<file path="src/rtl/instruction_fetch_pkg.sv">
//==============================================================================
// Module   : instruction_fetch_pkg
// Brief    : Shared constants and IF/ID entry type for the instruction fetch stage
// Revision : 1.0
//==============================================================================
`default_nettype none

package instruction_fetch_pkg;

    localparam logic [31:0] c_DEFAULT_RESET_PC = 32'h0000_0000;
    localparam logic [31:0] c_DEFAULT_NOP_WORD = 32'h0000_0000;
    localparam logic [31:0] c_PC_STEP          = 32'd4;
    localparam logic [31:0] c_WORD_ALIGN_MASK  = 32'hFFFF_FFFC;

    localparam logic [0:0] c_STATE_FETCH = 1'b0;
    localparam logic [0:0] c_STATE_HOLD  = 1'b1;

    typedef struct packed {
        logic [31:0] pcPlus4;
        logic [31:0] word;
    } ifid_entry_t;

endpackage

`default_nettype wire

</file>
<file path="src/rtl/fetch_hold_buffer.sv">
//==============================================================================
// Module   : fetch_hold_buffer
// Brief    : One-entry store for a word that completed while the pipeline stalled
// Revision : 1.0
//==============================================================================
`default_nettype none

module fetch_hold_buffer
    import instruction_fetch_pkg::*;
(
    input  logic        clk,
    input  logic        reset,
    input  logic        i_load,
    input  logic        i_clear,
    input  ifid_entry_t i_entry,
    output logic        o_valid,
    output ifid_entry_t o_entry
);

    logic        r_valid;
    ifid_entry_t r_entry;

    always_ff @(posedge clk) begin
        if (reset || i_clear) begin
            r_valid <= 1'b0;
            r_entry <= '0;
        end else if (i_load) begin
            r_valid <= 1'b1;
            r_entry <= i_entry;
        end
    end

    assign o_valid = r_valid;
    assign o_entry = r_entry;

endmodule

`default_nettype wire

</file>
<file path="src/rtl/instruction_fetch.sv">
//==============================================================================
// Module   : instruction_fetch
// Brief    : IF stage: PC, variable-latency imem fetch, IF/ID register, stall/redirect
// Revision : 1.0
//==============================================================================
`default_nettype none

module instruction_fetch
    import instruction_fetch_pkg::*;
#(
    parameter logic [31:0] RESET_PC = c_DEFAULT_RESET_PC,
    parameter logic [31:0] NOP_WORD = c_DEFAULT_NOP_WORD
) (
    input  logic        clk,
    input  logic        reset,
    input  logic        pcWrite,
    input  logic        ifIdWrite,
    input  logic        branch,
    input  logic [31:0] branchProgramCounter,
    output logic        imemRequest,
    output logic [31:0] imemAddress,
    input  logic        imemReady,
    input  logic [31:0] imemData,
    output logic [31:0] programCounterOut,
    output logic [31:0] instruction
);

    logic [0:0]  r_state;
    logic [31:0] r_pc;
    logic [31:0] r_imemAddress;
    logic        r_imemRequest;
    logic        r_squash;
    ifid_entry_t r_ifId;

    logic        w_done;
    logic        w_advance;
    logic        w_holdValid;
    logic        w_holdLoad;
    logic        w_holdClear;
    logic [31:0] w_branchTarget;
    logic [31:0] w_pcNext;
    ifid_entry_t w_fetched;
    ifid_entry_t w_bubble;
    ifid_entry_t w_held;

    always_comb begin
        w_done            = r_imemRequest & imemReady;
        w_advance         = pcWrite & ifIdWrite;
        w_branchTarget    = branchProgramCounter & c_WORD_ALIGN_MASK;
        w_pcNext          = r_pc + c_PC_STEP;
        w_fetched.pcPlus4 = r_imemAddress + c_PC_STEP;
        w_fetched.word    = imemData;
        w_bubble.pcPlus4  = r_ifId.pcPlus4;
        w_bubble.word     = NOP_WORD;
        w_holdLoad        = !branch && (r_state == c_STATE_FETCH) && w_done
                            && !r_squash && !w_advance;
        w_holdClear       = (r_state == c_STATE_HOLD)
                            && (branch || (w_advance && w_holdValid));
    end

    fetch_hold_buffer u_holdBuffer (
        .clk     (clk),
        .reset   (reset),
        .i_load  (w_holdLoad),
        .i_clear (w_holdClear),
        .i_entry (w_fetched),
        .o_valid (w_holdValid),
        .o_entry (w_held)
    );

    always_ff @(posedge clk) begin
        if (reset) begin
            r_state        <= c_STATE_FETCH;
            r_pc           <= RESET_PC;
            r_imemAddress  <= RESET_PC;
            r_imemRequest  <= 1'b0;
            r_squash       <= 1'b0;
            r_ifId.pcPlus4 <= 32'h0;
            r_ifId.word    <= NOP_WORD;
        end else if (branch) begin
            r_pc    <= w_branchTarget;
            r_state <= c_STATE_FETCH;
            if (r_state == c_STATE_HOLD) begin
                r_imemAddress <= w_branchTarget;
                r_imemRequest <= 1'b1;
            end else if (w_done) begin
                // The completing word still enters IF/ID; ID's flush discards it.
                if (!r_squash) begin
                    r_ifId <= w_fetched;
                end else if (ifIdWrite) begin
                    r_ifId <= w_bubble;
                end
                r_imemAddress <= w_branchTarget;
                r_imemRequest <= 1'b1;
                r_squash      <= 1'b0;
            end else if (r_imemRequest) begin
                // Outstanding request cannot be withdrawn; drop its word later.
                r_squash <= 1'b1;
                if (ifIdWrite) begin
                    r_ifId <= w_bubble;
                end
            end else begin
                r_imemAddress <= w_branchTarget;
                r_imemRequest <= 1'b1;
                if (ifIdWrite) begin
                    r_ifId <= w_bubble;
                end
            end
        end else if (r_state == c_STATE_FETCH) begin
            r_imemRequest <= 1'b1;
            if (w_done && r_squash) begin
                r_squash      <= 1'b0;
                r_imemAddress <= r_pc;
                if (ifIdWrite) begin
                    r_ifId <= w_bubble;
                end
            end else if (w_done && w_advance) begin
                r_ifId        <= w_fetched;
                r_pc          <= w_pcNext;
                r_imemAddress <= w_pcNext;
            end else if (w_done) begin
                r_imemRequest <= 1'b0;
                r_state       <= c_STATE_HOLD;
            end else if (ifIdWrite) begin
                r_ifId <= w_bubble;
            end
        end else if (w_advance && w_holdValid) begin
            r_ifId        <= w_held;
            r_pc          <= w_pcNext;
            r_imemAddress <= w_pcNext;
            r_imemRequest <= 1'b1;
            r_state       <= c_STATE_FETCH;
        end
    end

    assign imemRequest       = r_imemRequest;
    assign imemAddress       = r_imemAddress;
    assign programCounterOut = r_ifId.pcPlus4;
    assign instruction       = r_ifId.word;

endmodule

`default_nettype wire

</file>
<file path="config.mk">
export PLATFORM = sky130hd
export DESIGN_NAME = instruction_fetch
export DESIGN_NICKNAME = d
export VERILOG_FILES = /design/src/rtl/instruction_fetch_pkg.sv /design/src/rtl/fetch_hold_buffer.sv /design/src/rtl/instruction_fetch.sv
export SDC_FILE = /design/constraint.sdc
export NUM_CORES = 1
export LEC_CHECK = 0
export ABC_CLOCK_PERIOD_IN_PS = 2700
export BUFFER_PORTS_ARGS = -buffer_cell sky130_fd_sc_hd__buf_4
export CORE_MARGIN = 3
export CORE_UTILIZATION = 50
export CTS_CLUSTER_DIAMETER = 100
export CTS_CLUSTER_SIZE = 16
export DETAILED_ROUTE_END_ITERATION = 6
export PLACE_DENSITY = 0.72
export SLEW_MARGIN = 20
export SYNTH_ARGS = -nofsm -noshare
export SYNTH_HDL_FRONTEND = slang
export SYNTH_SLANG_ARGS = --single-unit
export TNS_END_PERCENT = 20
</file>
<file path="constraint.sdc">
create_clock -name clk -period 2.7 [get_ports clk]
set_input_delay 0.135 -clock clk [delete_from_list [all_inputs] [get_ports clk]]
set_output_delay 0.135 -clock clk [all_outputs]
set_load 0.01 [all_outputs]
</file>
* Word level (Yosys, flattened, before mapping) *
Cells that the tools add are included.

storage, ports and cells
  input bits = 70
  register bits after elaboration = 196
  output and inout port bits = 97
  logic and storage cells = 85

cells by class
  mux-type cells = 38
  reduce and logical (&&, ||, !) cells = 23
  add/sub/neg operators = 2
  eq/ne operators = 8
  bitwise gates (word level) = 3

operators with widths
  kind                                                             number
  64-bit 2-to-1 mux                                                9
  32-bit 2-to-1 mux                                                12
  32-bit by 3-bit adder with 32-bit output, second input constant  2
  1-bit 2-to-1 mux                                                 17
  3-bit AND reduction                                              5
  1-bit logical AND                                                8
  5-bit by 3-bit != test with 1-bit output, second input constant  1
  2-bit != test, second input constant                             2
  4-bit by 3-bit != test with 1-bit output, second input constant  1
  2-bit nonzero test                                               2
  4-bit nonzero test                                               1
  1-bit logical NOT                                                3
  3-bit by 1-bit != test with 1-bit output, second input constant  1
  3-bit by 2-bit != test with 1-bit output, second input constant  1
  3-bit != test, second input constant                             1
  3-bit nonzero test                                               1
  1-bit bitwise AND                                                2
  1-bit logical OR                                                 2
  2-bit by 1-bit != test with 1-bit output, second input constant  1
  2-bit OR reduction                                               1
  1-bit inverter                                                   1

* Depth between registers and ports, before layout *
  word-level depth = 6
  mapped depth = 9

* Hierarchy *
Synthesis repeated with hierarchy kept, for this count alone.

unflattened totals
  cell total of the unflattened synthesis = 1093
  area, all modules = 9515.4 um^2

by module, submodules not included
  module             sequential area each (um^2)  cells an instance  times used  area an instance (um^2)
  instruction_fetch  2542.4                       883                1           7175.6
  fetch_hold_buffer  1301.2                       210                1           2339.7

* Least setup slack after synthesis *
OpenSTA, ideal clock, no wires.

  path type = register to register
  start point = register r_pc[2]
  end point = register r_pc[26]
  setup slack = 0.611 ns
  library setup time = 0.074 ns
  cell stages (with the launch flop) = 7
  data arrival time = 2.015 ns
  cells stage by stage = dfxtp_1 ha_1 nand3_4 nor4_4 nand2_2 or4_1 a31oi_1

between the ends
  word-level cells in the longest chain between the ends = 5

RTL lines
  what                                          RTL line                  source
  start: declaration                            instruction_fetch.sv:29   logic [31:0] r_pc;
  start signal: assignment                      instruction_fetch.sv:81   r_pc <= w_branchTarget;
  start signal: assignment                      instruction_fetch.sv:119  r_pc <= w_pcNext;
  start signal: assignment                      instruction_fetch.sv:129  r_pc <= w_pcNext;
  32-bit by 3-bit adder with 32-bit output (*)  instruction_fetch.sv:50   w_pcNext = r_pc + c_PC_STEP;
  32-bit 2-to-1 mux                             instruction_fetch.sv:117  end else if (w_done && w_advance) begin
  32-bit 2-to-1 mux                             instruction_fetch.sv:111  if (w_done && r_squash) begin
  32-bit 2-to-1 mux (*)                         instruction_fetch.sv:109  end else if (r_state == c_STATE_FETCH) begin
  32-bit 2-to-1 mux (*)                         instruction_fetch.sv:80   end else if (branch) begin

Every way passes the cells marked *; elsewhere a longest branch is shown, timed or not. The select of a mux whose other input is x is not followed.
A chain may end at the register's enable or synchronous reset.

* Worst setup path in the final report *
  start point = register r_pc[2]
  end point = register r_pc[24]

The elaborated chain is that of the path after synthesis.

==> summary.txt <==
FLOORPLANNING
----------------------------------------------------------------------------------------------------
Die Span Y                                                                                  144.2 um
Die X-Extent                                                                                144.2 um
Core region area                                                                          18330 um^2
Effective utilization at floorplan                                                            52.08%
Number of top-level pins                                                                         167
Std-Cell Rows                                                                                     49
Area of the die                                                                           20790 um^2

STA
----------------------------------------------------------------------------------------------------
Worst clock skew                                                                            11.89 ps
Worst relative slew slack                                                                     45.22%
Worst hold slack                                                                            4.014 ps
Period utilisation layout                                                                     89.26%
Fin crit period                                                                              2410 ps
Max-slew violation total from the final report                                                     0
Least setup slack across all paths after layout                                             289.9 ps
Count of final setup violators                                                                     0
Number of hold violations in the final report                                                      0
Highest clock frequency the design can meet                                                414.9 MHz
Slew at the pin with the worst max-slew slack                                               818.6 ps
Total negative setup slack                                                                      0 ps
Setup repair after global routing missed its margin                                            false

WORST SETUP PATH
----------------------------------------------------------------------------------------------------
Crit start category                                                                        flip-flop
Crit path required time                                                                      3050 ps
Crit Reg-Reg Endpoint                                                                       r_pc[24]
Startpoint of the lowest-slack register-to-register path                                     r_pc[2]
Type of the worst setup path                                                                 reg2reg
Flop-to-flop setup slack                                                                      290 ps
Critical path arrival                                                                        2760 ps
Worst-case reg-to-reg path depth                                                                   6
Critical Path Sink Type                                                                    flip-flop
Critical path fanouts, max                                                                         9

GRT
----------------------------------------------------------------------------------------------------
First-pass GRT wire length                                                                  47.05 mm
Antenna violations before repair                                                                   0
Total congestion overflow after global routing                                                     0
Maximum number of pins on one net before global-route repair                                      89
Overall track demand over capacity in global routing                                          28.00%
Vias in the first global route                                                                  8777

DETAILED ROUTING
----------------------------------------------------------------------------------------------------
DR WL/cell                                                                                  18.94 um
Iteration-0 DRC Markers                                                                          907
Routed wire length                                                                          29.83 mm
Post-route DRC violation count                                                                     0
Number of nets with antenna violations after routing                                               0
Count of vias placed by the detailed router                                                     9687
Vias per cell                                                                                  6.150
Pre-antenna DRT Iters                                                                              5

YOSYS
----------------------------------------------------------------------------------------------------
Post-Synthesis Cells                                                                            1188
Share of synthesized cell area in and, or, nand and nor gates                                 25.11%
Xor-xnor portion of the synthesized cell area                                                 3.670%
Synth Register Bits                                                                              188
Main combinational cell family by area after synthesis                                  compound AO/OA/AOI/OAI gates
Post-synthesis cell type count                                                                    80
Dominant register cell in the synthesized netlist                                            dfxtp_1
Share of the synthesized area in compound gates (AO/OA/AOI/OAI)                               25.99%
FFs w/ async S/R, synth                                                                           0%
Combined area of all synthesized cells                                                     9547 um^2
Portion of netlist area occupied by mux cells                                                0.2097%
Share of synthesized area occupied by flip-flops and latches                                  39.42%
Adder-Cell Fraction of Synth Area                                                            0.2621%
Mean area per synthesized cell                                                            8.036 um^2
Number of synthesized flops with an enable pin                                                     0
Synth warnings                                                                                     0

LAYOUT
----------------------------------------------------------------------------------------------------
Most common cell after layout, fill and taps aside                                             buf_4
End-of-flow core utilization                                                                  64.96%
Most used cells in the layout excluding fill and tap cells                              buf_4 (192), dfxtp_1 (188), nand2_1 (163), a21oi_1 (95), nor2_1 (94)
Final Instance Count excl. Fillers                                                              1575
Fraction of final layout cells with drive strength greater than 1                             18.80%
Diodes inserted                                                                                    0
Layout fillers                                                                                  1590
Final net count                                                                                 1405
Area growth from synthesis to final layout                                                    24.74%
Design area                                                                               11910 um^2

CLOCK NETWORK
----------------------------------------------------------------------------------------------------
Clock-pin slew reported for the worst setup and hold paths after clock tree synthesis          80 ps
CTS Sinks                                                                                        188
Clock tree from TritonCTS                                                                       done
Max H-tree Level                                                                                   4
Worst-Skew Late Latency                                                                       430 ps
Num CTS Buffers                                                                                   17
Post-CTS setup buffers                                                                             0
Longest Clk Path Bufs                                                                              2
Clock Tree Root                                                                            clkbuf_16

WORST HOLD PATH
----------------------------------------------------------------------------------------------------
Hold_sp                                                                                 branchProgramCounter[31]
Endpoint of the worst hold path                                                             r_pc[31]
Cell depth of the worst hold path                                                                  3
Class of the worst hold path                                                                  in2reg

POWER
----------------------------------------------------------------------------------------------------
Power per cell area                                                                     571.1 nW/um^2
Power, Total                                                                                6.801 mW
Worst VDD drop                                                                             0.4863 mV
Leakage power figure                                                                        4.443 nW

PLACE
----------------------------------------------------------------------------------------------------
Cell Count Post-Placement                                                                       1509
Buffers added on ports                                                                           160
Worst slack, placed                                                                         337.5 ps
Cell area reported after detailed placement                                               10970 um^2
Dpl hpwl                                                                                    20.58 mm
Final weighted congestion of routability-driven global placement                              0.9284

RUN
----------------------------------------------------------------------------------------------------
Max-Cap Viols                                                                                      0

OUTCOME
----------------------------------------------------------------------------------------------------
Run status                                                                              finished, final reports clean

worst max-delay path, cell delays in order, from the launching register on:
cell and delay [ps]:
dfxtp_1 470, ha_1 320, nand3_4 170, nor4_4 470, nand2_2 200, or4b_1 530, a31oi_1 170
final cells by class:
cell class              instances  area, um^2  area share (%)
multi-input cells             883        5305           44.55
repair buffers                233        1922           16.14
inverters                      10       37.54          0.3152
clock inverters                11       133.9           1.124
clock buffers                  21       460.4           3.866
well taps                     229       286.5           2.406
flip-flops and latches        188        3764           31.60
routing by layer:
metal | up-vias | wire [um] | GRT usage [%]
met5 | - | 0 | 0
met4 | 0 | 662 | 9.327
met2 | 375 | 13580 | 42.41
met3 | 47 | 2047 | 4.563
met1 | 4585 | 13540 | 40.75
li1 | 4680 | - | -
power breakdown:
group	internal (mW)	leakage [nW]	switching (mW)
clock network	1.43	0.289	1.12
registers	2.94	1.54	0.188
logic	0.502	2.62	0.616
total	4.87	4.44	1.93
cells in the mapped netlist, drive strengths merged (24+ instances only):
cell type	instances	area share, %
clkbuf	70	2.8
xor2	24	2.2
o2bb2ai	26	2.4
dfxtp	188	39
nand2	165	6.5
a211oi	24	1.9
buf	40	2.1
nor2	95	3.8
nor3	54	2.9
o21ai	45	2.4
nand3	38	2.4
nand4	30	2.2
a21oi	97	5.2
a22oi	43	3.4
cells by family (layout without fill, tap and decap cells):
kind of cell / count (synthesis) / after routing
and+or+nand+nor: 476 / 476
AOI/OAI and AO/OA: 359 / 359
DFF: 188 / 188
buffers and inverters: 120 / 275
xor gates and xnor gates: 40 / 40
adders and majority gates: 2 / 2
muxes: 2 / 2
other: 1 / 4
worst max path at each step:
stage	cells past startpoint	to	startpoint	slack [ps]
floorplan	6	r_pc[26]	r_pc[2]	610
global placement	7	imemAddress[16]	r_pc[2]	410
detailed placement	6	r_pc[24]	r_pc[2]	340
CTS	6	r_pc[24]	r_pc[2]	310
global route	6	r_pc[26]	r_pc[2]	100
finish	6	r_pc[24]	r_pc[2]	290
registers in the layout, summed over array words and instances (netlist names):
| register | count |
|---|---|
| r_squash | 1 |
| r_pc | 30 |
| r_state | 1 |
| imemRequest | 1 |
| programCounterOut | 30 |
| instruction | 32 |
| imemAddress | 30 |
| u_holdBuffer.o_valid | 1 |
| u_holdBuffer.o_entry | 62 |
repair_timing:
action | in CTS | in global routing
hold buffers | 34 | 0
endpoints found under the hold margin | 44 | 0
gates resized for setup | 0 | 0
(Power assumes the default switching activity.)
